**src/rtl/game_pkg.sv**
```systemverilog
// Shared types and screen constants for the game controller and its renderer.
package game_pkg;

    typedef enum logic [1:0] {
        MENU  = 2'd0,
        PLAY  = 2'd1,
        PAUSE = 2'd2,
        OVER  = 2'd3
    } game_state_t;

    localparam int SCREEN_W = 640;
    localparam int SCREEN_H = 480;
    localparam int COORD_W  = 10;

endpackage

```
**src/rtl/key_edge.sv**
```systemverilog
// Rising-edge detector for a bus of synchronised key levels; press = key & ~prev.
module key_edge #(
    parameter int W = 1
) (
    input  logic         clk,
    input  logic         rst,
    input  logic [W-1:0] key,
    output logic [W-1:0] press
);

    logic [W-1:0] prev;

    // NOTE: registers use non-blocking assignments so every flop samples pre-edge values.
    // prev resets high so a key already held across reset never reads as a press.
    always_ff @(posedge clk) begin
        if (rst) prev <= '1;
        else     prev <= key;
    end

    assign press = key & ~prev;

endmodule

```
**src/rtl/game_ctrl.sv**
```systemverilog
// Game sequencer: menu/play/pause/over FSM plus player position, lives, score.
// Define GAME_CTRL_WRAP_EN to wrap the player around screen edges instead of clamping.
module game_ctrl
    import game_pkg::*;
#(
    parameter int PLAYER_SIZE   = 16,
    parameter int STEP          = 4,
    parameter int MOVE_DIV      = 2,
    parameter int LIVES         = 3,
    parameter int INVULN_FRAMES = 60
) (
    input  logic               clk,
    input  logic               rst,
    input  logic               key_w,
    input  logic               key_a,
    input  logic               key_s,
    input  logic               key_d,
    input  logic               key_esc,
    input  logic               key_enter,
    input  logic               frame_tick,
    input  logic               hit,
    output logic [1:0]         state,
    output logic [COORD_W-1:0] player_x,
    output logic [COORD_W-1:0] player_y,
    output logic [2:0]         lives,
    output logic [15:0]        score,
    output logic               invuln,
    output logic               new_game
);

    localparam int DIV_W = (MOVE_DIV > 1) ? $clog2(MOVE_DIV) : 1;
    localparam int INV_W = $clog2(INVULN_FRAMES + 1);

    localparam logic [COORD_W-1:0]        X_CTR  = COORD_W'((SCREEN_W - PLAYER_SIZE) / 2);
    localparam logic [COORD_W-1:0]        Y_CTR  = COORD_W'((SCREEN_H - PLAYER_SIZE) / 2);
    localparam logic signed [COORD_W:0]   X_LIM  = (COORD_W+1)'(SCREEN_W - PLAYER_SIZE);
    localparam logic signed [COORD_W:0]   Y_LIM  = (COORD_W+1)'(SCREEN_H - PLAYER_SIZE);
    localparam logic signed [COORD_W:0]   STEP_S = (COORD_W+1)'(STEP);
    localparam logic [DIV_W-1:0]          DIV_LAST = DIV_W'(MOVE_DIV - 1);

    // One axis of a movement update; the extra sign bit lets underflow be seen.
    function automatic logic [COORD_W-1:0] step_axis(
        input logic [COORD_W-1:0]      pos,
        input logic                    dec,
        input logic                    inc,
        input logic signed [COORD_W:0] lim
    );
        logic signed [COORD_W:0] p;
        p = signed'({1'b0, pos});
        if (inc && !dec)      p = p + STEP_S;
        else if (dec && !inc) p = p - STEP_S;
`ifdef GAME_CTRL_WRAP_EN
        if (p[COORD_W])  p = lim + p;
        else if (p > lim) p = p - lim;
`else
        if (p[COORD_W])  p = '0;
        else if (p > lim) p = lim;
`endif
        return p[COORD_W-1:0];
    endfunction

    logic [1:0] key_press;
    logic       esc_press;
    logic       enter_press;

    key_edge #(.W(2)) u_key_edge (
        .clk   (clk),
        .rst   (rst),
        .key   ({key_enter, key_esc}),
        .press (key_press)
    );

    assign esc_press   = key_press[0];
    assign enter_press = key_press[1];

    game_state_t        state_r, state_n;
    logic [COORD_W-1:0] x_n, y_n;
    logic [2:0]         lives_n;
    logic [15:0]        score_n;
    logic [INV_W-1:0]   inv_cnt, inv_n;
    logic [DIV_W-1:0]   div_cnt, div_n;
    logic               new_game_n;
    logic               hit_ok;

    assign hit_ok = hit && (inv_cnt == '0);
    assign state  = state_r;

    // NOTE: every always_comb output gets a default first so no path can infer a latch.
    always_comb begin
        state_n    = state_r;
        x_n        = player_x;
        y_n        = player_y;
        lives_n    = lives;
        score_n    = score;
        inv_n      = inv_cnt;
        div_n      = div_cnt;
        new_game_n = 1'b0;

        case (state_r)
            MENU: begin
                if (enter_press) begin
                    state_n    = PLAY;
                    x_n        = X_CTR;
                    y_n        = Y_CTR;
                    lives_n    = 3'(LIVES);
                    score_n    = '0;
                    inv_n      = '0;
                    div_n      = '0;
                    new_game_n = 1'b1;
                end
            end
            PLAY: begin
                if (hit_ok) begin
                    lives_n = lives - 3'd1;
                    inv_n   = INV_W'(INVULN_FRAMES);
                end
                // Losing the last life wins over a same-cycle pause request.
                if (hit_ok && lives == 3'd1) state_n = OVER;
                else if (esc_press)          state_n = PAUSE;

                if (frame_tick) begin
                    if (score != 16'hFFFF) score_n = score + 16'd1;
                    if (inv_cnt != '0)     inv_n   = inv_cnt - INV_W'(1);
                    if (div_cnt == DIV_LAST) begin
                        div_n = '0;
                        x_n   = step_axis(player_x, key_a, key_d, X_LIM);
                        y_n   = step_axis(player_y, key_w, key_s, Y_LIM);
                    end else begin
                        div_n = div_cnt + DIV_W'(1);
                    end
                end
            end
            PAUSE: begin
                if (esc_press || enter_press) state_n = PLAY;
            end
            OVER: begin
                if (esc_press || enter_press) state_n = MENU;
            end
        endcase
    end

    always_ff @(posedge clk) begin
        if (rst) begin
            state_r  <= MENU;
            player_x <= X_CTR;
            player_y <= Y_CTR;
            lives    <= '0;
            score    <= '0;
            inv_cnt  <= '0;
            div_cnt  <= '0;
            invuln   <= 1'b0;
            new_game <= 1'b0;
        end else begin
            state_r  <= state_n;
            player_x <= x_n;
            player_y <= y_n;
            lives    <= lives_n;
            score    <= score_n;
            inv_cnt  <= inv_n;
            div_cnt  <= div_n;
            invuln   <= (inv_n != '0);
            new_game <= new_game_n;
        end
    end

endmodule

```
**config.mk**
```make
export PLATFORM = sky130hd
export DESIGN_NAME = game_ctrl
export DESIGN_NICKNAME = d
export VERILOG_FILES = /design/src/rtl/game_pkg.sv /design/src/rtl/key_edge.sv /design/src/rtl/game_ctrl.sv
export SDC_FILE = /design/constraint.sdc
export NUM_CORES = 1
export LEC_CHECK = 0
export ABC_AREA = 1
export CELL_PAD_IN_SITES_DETAIL_PLACEMENT = 0
export CELL_PAD_IN_SITES_GLOBAL_PLACEMENT = 2
export CORE_ASPECT_RATIO = 0.9
export CORE_MARGIN = 2
export CORE_UTILIZATION = 31
export CTS_CLUSTER_SIZE = 40
export DETAILED_ROUTE_END_ITERATION = 12
export GPL_ROUTABILITY_DRIVEN = 0
export PLACE_DENSITY_LB_ADDON = 0.1
export SLEW_MARGIN = 20
export SYNTH_ARGS = -nofsm -noshare
export SYNTH_HDL_FRONTEND = slang
export SYNTH_HIERARCHICAL = 1
export SYNTH_SLANG_ARGS = --single-unit
```
**constraint.sdc**
```tcl
create_clock -name clk -period 4.05 [get_ports clk]
set_input_delay 0.81 -clock clk [delete_from_list [all_inputs] [get_ports clk]]
set_output_delay 0.81 -clock clk [all_outputs]
set_load 0.005 [all_outputs]
```
==> summary.txt <==
outcome: complete, no violations
synthesized netlist cell count: 537
antenna cell count: 0
CTS tree: built
ANT nets after route: 0
Layout fillers: 1084
Pleak: 0.00175 µW
worst hold path type: reg -> reg
Worst EP arrival: 2.62 ns
Detailed Route WL: 8.68 mm
crit start category: input port
Synth cell types: 38
Setup TNS: 0 ns
CP Data Required Time: 4.23 ns
layout cell share with drive strength beyond 1: 6.17%
Die W: 113 µm
Core Area: 10300 µm²
root buffer selected by CTS: clkbuf_16
Detailed Routing Iterations Pass 1: 5
Post-Syn Area: 3310 µm²
nature of the critical path endpoint: flip-flop
# setup viols final: 0
Layout Nets: 601
synth cell count leaders: 153 x nand2_1, 69 x inv_1, 54 x nand3_1, 54 x nor2_1, 48 x dfxtp_1
top layer in use: met4
CTS clock-pin slew for the worst setup and hold paths: 0.06 ns
Total GRT Usage: 15.5%
Crit Path Max Fanout: 6
vias in the first global route: 3176
Power, Total: 1670 µW
per-cell routed wire length: 12.2 µm
worst r2r path cells: 12
Period minus WS final: 2.44 ns
maximum capacitance violations: 0
dominant cells by area after synthesis: dfxtp_1 29%, nand2_1 17%, nand3_1 8.2%
sequential fraction of the synthesis area: 29.1%
CP Class: in -> reg
TritonCTS Sinks: 48
Yosys Warn Count: 6
Post-CTS Repair Setup Buffers: 0
Synth Flop Type: dfxtp_1
Die Area: 11500 µm²
grt total ovfl: 0
Clock Tree Buf Depth: 2
post-CTS sizing: 0
Worst Skew: 0.00564 ns
relative max-transition margin: 53.8%
RSZ-0062 raised after global routing: false
htree depth: 2
first-pass GRT wire length: 14.8 mm
period utilisation layout: 60.3%
Avg Inst Size Synth: 6.16 µm²
Via density: 4.71
fmax: 409 MHz
crit path max-delay cell type: clkdlybuf4s50_1
total CTS buffers: 5
Power Density: 412 nW/µm²
post-synthesis async set-or-reset flop share: 0%
Die Ht: 102 µm
number of synthesized register bits: 48
Top Ports: 53
VDD IR max: 0.172 mV
hold buffers post-CTS: 0
largest net degree at the start of global routing: 35
via count: 3354
met2 WL: 3.92 mm
met3 routed WL: 259 µm
leading area contributor after synthesis: dfxtp_1
top cell family by delay on the critical path: simple AND/OR/NAND/NOR gates
Clock Latency Late Sink: 0.29 ns
wire length on met1: 4.43 mm
Min-Delay Path Depth: 2
slew of the pin with the lowest slew margin: 0.690 ns
area delta synth->final: 22.5%
antenna violations before repair: 0
HPWL after DPL: 6.52 mm
most numerous cell in the Yosys netlist: nand2_1
Hold Fails Final Rpt: 0
crit path buf inv count: 3
slowest stage delay, CP: 0.50 ns
fin. max-slew vios: 0
crit path cell chain: clkdlybuf4s50_1 -> inv_1 -> nand2_1 -> nor2_1 -> nand2_1 -> nand2_1 -> nand2_1 -> nand2_1 -> nand2_1 -> inv_1 -> nand3_1 -> nand2_2 -> nand2_1 -> o21ai_0 -> nand2_1
Synth top area share: 29.1%
CP Depth: 15
most frequent CP cell: nand2_1
number of synthesized flops with an enable pin: 0
# DRC: 0
Initial Util: 32.1%
Buffers on Ports: 48
Initial DRC Count: 194
cell row count: 35
-- where the power goes --
part           switching (µW)  total, µW  leakage [µW]  internal [µW]
sequential               78.9        605      0.000390            526
clock                     174        434     0.0000760            259
combinational             388        630       0.00129            242
-- path summary, 6_finish.rpt --
path / from / end / slack [ns]
worst min register to register: score[4] / score[4] / 0.47
worst max-delay path: key_d / player_x[4] / 1.61
worst min-delay path: score[4] / score[4] / 0.47
worst max register to register: score[0] / score[8] / 1.96
-- cells in the final DEF (no fill, tap or decap), drive strengths merged --
cell type | Yosys | layout
o21bai | 1 | 1
nand4 | 10 | 10
clkdlybuf4s50 | 0 | 48
a21oi | 40 | 40
nor4 | 3 | 3
or2 | 1 | 1
o31ai | 2 | 2
ha | 8 | 8
nand3b | 4 | 4
nand3 | 54 | 54
nor2 | 63 | 63
clkbuf | 4 | 7
and2 | 1 | 1
a31oi | 2 | 2
o211a | 1 | 1
inv | 75 | 75
nor3 | 12 | 12
clkinv | 1 | 1
nand2 | 162 | 162
nand2b | 1 | 1
xor2 | 7 | 7
buf | 9 | 1
o211ai | 3 | 3
a211oi | 1 | 1
o21ai | 23 | 23
conb | 1 | 4
dfxtp | 48 | 48
-- stage by stage --
stage | utilization [%] | setup WS [ns] | hold slack (ns) | cells | instance area [µm²]
floorplan | - | 2.08 | 0.453 | 540 | 3320
global placement | 37.9 | 1.32 | 0.461 | 705 | 3900
detailed placement | 37.9 | 1.28 | 0.465 | 705 | 3900
CTS | 39.4 | 1.58 | 0.476 | 712 | 4050
global route | 39.4 | 1.34 | 0.500 | 712 | 4050
finish | 39.4 | 1.61 | 0.469 | 712 | 4050
-- logic make-up (layout without fill, tap and decap cells) --
logic type	count (synthesis)	count (layout)	synth area share [%]
AO/OA/AOI/OAI	73	73	11.9
XOR/XNOR	7	7	1.85
adder cells (fa/ha/maj)	8	8	3.03
buffers and inverters	89	132	10.9
flip-flops	48	48	29.1
other	1	4	0.113
AND/OR/NAND/NOR	311	311	43.1
-- registers in the layout, summed over array words and instances (netlist names) --
name / count
u_key_edge/prev: 2
player_y: 8
new_game: 1
score: 16
invuln: 1
div_cnt: 1
state: 2
lives: 3
inv_cnt: 6
player_x: 8
-- layout make-up --
type	instances	area, µm²	area share (%)
well taps	129	161	3.99
multi-input cells	403	1990	49.2
inverters	76	293	7.23
flip-flops and latches	48	961	23.7
clock buffers	7	153	3.77
repair buffers	49	488	12.0
-- worst min-delay path, delay by kind of cell, from the launching register on --
family	cells	cell delay, ns
flops	1	0.33
compound gates	1	0.05
buf+inv	1	0.05
-- layer usage --
layer | global-route usage, % | vias up
met5 | 0 | -
met4 | 3.94 | 0
met3 | 2.31 | 5
met2 | 26.4 | 58
met1 | 20.9 | 1482
li1 | - | 1809
(Power assumes the default switching activity.)
==> variant 1: new RTL, config.mk and constraints unchanged <==
`MOVE_DIV`: 2 -> 4.
--- a/src/rtl/game_ctrl.sv
+++ b/src/rtl/game_ctrl.sv
@@ -6,5 +6,5 @@
     parameter int PLAYER_SIZE   = 16,
     parameter int STEP          = 4,
-    parameter int MOVE_DIV      = 2,
+    parameter int MOVE_DIV      = 4,
     parameter int LIVES         = 3,
     parameter int INVULN_FRAMES = 60
Function: changed (Yosys sat finds a counterexample within 10 cycles, from zero or initial values and one cycle with rst high).
==> variant 1 against the original RTL <==
Sequential cell count up 1. Worst setup slack worse by 85 ps. Clock skew up 7.2 ps. Highest routed layer unchanged. Design area down 1.5%. Area after synthesis down 1.4%. Power down 17%. Maximum frequency down 3.4%. Sequential share of layout area up 0.87 points. Wire length down 2.4%. Final cell count down 2.2%.
==> variant 1: results (changes against the original RTL) <==
- Layout overhead on the synthesized area: 22.4% (was 22.5%)
- The xor/xnor cell area share of the yosys netlist was 0.0242 (was 0.0185).
- Cell Count Post-Placement: 688 (was 705)
- The detailed placer's ending HPWL is 6.48 mm (was 6.52 mm).
- The number of filler cells placed in the layout came to 1131 (was 1084).
* R2R cell count: 11 (was 12)
* Post-route clock skew: 12.9 ps (was 5.64 ps)
- Data arrival time of the critical path: 2720 ps (was 2620 ps)
- The portion of the post-synthesis area used by sequential elements came to 0.301 (was 0.291).
* Hold Slack: 479 ps (was 469 ps)
- The final non-filler cell total was 696 (was 712).
- The global-route wire length before repair was 14.8 mm (about the same).
- The maximum number of pins on one net before global-route repair is 18 (was 35).
- The largest fanout on the critical path came to 11 (was 6).
- The detailed-router iteration count before antenna repair is 4 (was 5).
- Min-Delay Endpoint: div_cnt[0] (was score[4])
* Launch instance of the worst register-to-register path: state[0] (was score[0])
* Worst r2r dst: score[14] (was score[8])
- The post-synthesis share of cell area spent on full adders, half adders and majority gates was 0.0345 (was 0.0303).
- The final layout net count came to 585 (was 601).
- Outcome: finished clean (unchanged)
- The aggregate global-route resource usage was 0.156 (was 0.155).
* Compound-gate portion of the synthesized area: 0.134 (was 0.119)
- The highest clock frequency the design can meet came to 395 MHz (was 409 MHz).
- The post-place instance area was 3840 sq um (was 3900 sq um).
- The wire length after detailed routing is 8.48 mm (was 8.68 mm).
* Via density per instance: 4.69 (was 4.71)
* Number of global-route vias before repair: 3052 (was 3176)
- The unique cell type count in the Yosys netlist came to 41 (was 38).
- The critical path's largest stage delay was 560 ps (was 500 ps).
- The internal reg-to-reg setup slack came to 1940 ps (was 1960 ps).
==> variant 1: cell type report <==
cell class | count | area share
clock buffers | 6 | 0.0323
clock inverters | 2 | 0.00376
well taps | 129 | 0.0405
inverters | 80 | 0.0765
multi-input cells | 381 | 0.479
repair buffers | 49 | 0.122
flip-flops and latches | 49 | 0.246
==> variant 1: metal layers <==
metal	vias to the layer above	track usage	wire, microns
li1	1750	-	-
met1	1455	0.211	4270
met2	53	0.253	3800
met3	8	0.0317	286
met4	0	0.0497	112
met5	-	0	0
==> variant 1: report_power, final <==
group | switching [mW] | leakage (nW) | internal (mW)
clock | 0.200 | 0.0631 | 0.230
sequential | 0.0385 | 0.397 | 0.519
combinational | 0.244 | 1.37 | 0.153
==> variant 1: worst max path at each step <==
stage,start,to,depth (start not counted)
6_report,frame_tick,score[14],10
5_1_grt,key_a,player_x[5],14
3_5_place_dp,frame_tick,score[14],10
4_1_cts,frame_tick,score[14],10
3_3_place_gp,frame_tick,score[14],10
2_1_floorplan,key_a,player_x[4],13
==> variant 2: new RTL, same flow settings <==
Made on the original files. Put one more register stage on the output `new_game`, cleared by the reset. The value now appears one clock later. The other outputs are not delayed to match.
--- a/src/rtl/game_ctrl.sv
+++ b/src/rtl/game_ctrl.sv
@@ -38,4 +38,6 @@
     localparam logic signed [COORD_W:0]   STEP_S = (COORD_W+1)'(STEP);
     localparam logic [DIV_W-1:0]          DIV_LAST = DIV_W'(MOVE_DIV - 1);
+
+    logic new_game_s0;
 
     // One axis of a movement update; the extra sign bit lets underflow be seen.
@@ -150,5 +152,5 @@
             div_cnt  <= '0;
             invuln   <= 1'b0;
-            new_game <= 1'b0;
+            new_game_s0 <= 1'b0;
         end else begin
             state_r  <= state_n;
@@ -160,5 +162,13 @@
             div_cnt  <= div_n;
             invuln   <= (inv_n != '0);
-            new_game <= new_game_n;
+            new_game_s0 <= new_game_n;
+        end
+    end
+
+    always_ff @(posedge clk) begin
+        if (rst) begin
+            new_game <= '0;
+        end else begin
+            new_game <= new_game_s0;
         end
     end
Behaviour: not the same (a bounded check fails within 4 cycles, from zero or initial values and one cycle with rst high).
==> variant 2 against the original RTL <==
Area after synthesis shrank 0.83%. Design area grew 0.12%. Sequential cell count grew 1. Worst setup slack lost 32 ps. Power grew 14%. Global-route usage grew 0.57 points. Combinational power grew 16%. Largest power group unchanged. Wire length grew 1.1%.
==> variant 2: results (changes against the original RTL) <==
- The primary flip-flop cell chosen by synthesis mapping is dfxtp_1 (unchanged).
- Total number of vias: 3357 (was 3354)
- Worst min path class: flip-flop to flip-flop (unchanged)
- Clock latency reported for the late side of the worst-skew pair: 290 ps (about the same)
- Outcome: finished clean (unchanged).
- Share of layout cells above drive strength 1: 0.0529 (was 0.0617)
* Post-route clock skew: 5.50 ps (was 5.64 ps)
- Slew @ Worst Pin: 565 ps (was 690 ps)
- Top post-synthesis cells by count: nand2_1 (158), inv_1 (71), nor2_1 (61) (was nand2_1 (153), inv_1 (69), nand3_1 (54), nor2_1 (54), dfxtp_1 (48))
* Antenna violations before repair: 0 (unchanged)
- The master cell of the clock root buffer was clkbuf_16 (unchanged).
- Biggest registers after layout: score x16, player_x x8, player_y x8 (unchanged)
- The unique cell type count in the Yosys netlist was 38 (unchanged).
- The H-tree level count was 2 (unchanged).
* Cells taking the most area after synthesis: dfxtp_1 (30%), nand2_1 (18%), inv_1 (8.1%), nand3_1 (7.9%), nor2_1 (7.0%) (was dfxtp_1 (29%), nand2_1 (17%), nand3_1 (8.2%), inv_1 (7.8%), nor2_1 (6.1%))
- The via count of the first global-routing pass came to 3270 (was 3176).
* Clock transition at the registers of the reported paths: 70 ps
- Worst-case clock buffer depth: 2 (unchanged)
- The portion of the post-synthesis area used by sequential elements is 0.299 (was 0.291).
- Residual DRC count: 0 (unchanged)
- Post-CTS repair timing setup buffer count: 0 (unchanged)
- Max Fanout on Critical Path: 8 (was 6)
* Design area: 4060 sq um (was 4050 sq um)
- The number of filler cells placed in the layout is 1157 (was 1084).
- The aggregate global-route resource usage was 0.161 (was 0.155).
* Detailed Place HPWL: 6.75 mm (was 6.52 mm)
- # Max-Cap Violations: 0 (unchanged)
- The signal arrival time at the worst endpoint came to 2650 ps (was 2620 ps).
- The gate family responsible for the most delay along the worst path was simple AND/OR/NAND/NOR gates (unchanged).
- Instance area after placement: 3860 sq um (was 3900 sq um)
- Async set-or-reset flop fraction in the synthesized netlist: 0 (unchanged)
- Port buffer count: 48 (unchanged)
- Pin count of the biggest net entering global routing: 35 (unchanged)
* Drt wl/cell: 12.3 microns (was 12.2 microns)
- The number of DRC markers in iteration 0 is 135 (was 194).
- DRT Pass-1 Iters: 5 (unchanged)
- Slowest-stage cell, CP: clkdlybuf4s50_1 (unchanged)
- The number of warnings reported in the yosys synthesis log was 6 (unchanged).
* Wire length of the first global-routing pass: 15.4 mm (was 14.8 mm)
- Number of resized instances in the post-cts repair step: 0 (unchanged)
* Largest incremental delay on the critical path: 490 ps
- The peak ir drop on the vdd network came to 0.000212 V (was 0.000172 V).
- The final layout net count is 603 (was 601).
- Static leakage power: 1.82 nW (was 1.75 nW)
==> variant 2: cell type report <==
cell class | instances | share of cell area
well taps | 129 | 0.0398
inverters | 76 | 0.0710
clock inverters | 3 | 0.0160
flip-flops and latches | 49 | 0.242
clock buffers | 5 | 0.0309
repair buffers | 49 | 0.120
multi-input cells | 404 | 0.480
==> variant 2: path summary, 6_finish.rpt <==
| kind | slack [ps] | to | depth (start not counted) | start |
|---|---|---|---|---|
| hold reg to reg | 410 | new_game | 2 | new_game_s0 |
| setup / recovery | 1570 | player_x[5] | 13 | key_a |
| hold / removal | 410 | new_game | 2 | new_game_s0 |
| setup reg to reg | 1790 | score[12] | 12 | state[0] |
==> variant 2: power breakdown <==
part           switching, mW  internal (mW)
Sequential            0.0832          0.549
Combinational          0.453          0.276
Clock                  0.188          0.353
Total                  0.725           1.18
==> variant 2: logic make-up after synthesis <==
kind of cell    count (synthesis)  share of synthesized area
buf+inv                        90                      0.110
compound gates                 74                      0.124
other cells                     1                    0.00114
flops                          49                      0.299
fa+ha+maj                       8                     0.0305
xor+xnor                        7                     0.0187
simple gates                  311                      0.416
==> variant 2: layer usage <==
layer | global-route usage | wire [microns]
met2 | 0.266 | 3850
met1 | 0.226 | 4610
met5 | 0 | 0
met3 | 0.0245 | 251
met4 | 0.0328 | 76
==> variant 2: worst register-to-register path, delay by kind of cell (launching register included) <==
family                 cells  cell delay, ps
DFF                        1             400
AOI/OAI and AO/OA          1             180
buffers and inverters      4             520
and+or+nand+nor            7            1060
==> variant 2: stage by stage <==
| step | setup slack [ps] | cells |
|---|---|---|
| floorplan | 2050 | 543 |
| global placement | 1260 | 707 |
| detailed placement | 1260 | 707 |
| CTS | 1550 | 715 |
| global route | 1210 | 715 |
| finish | 1570 | 715 |
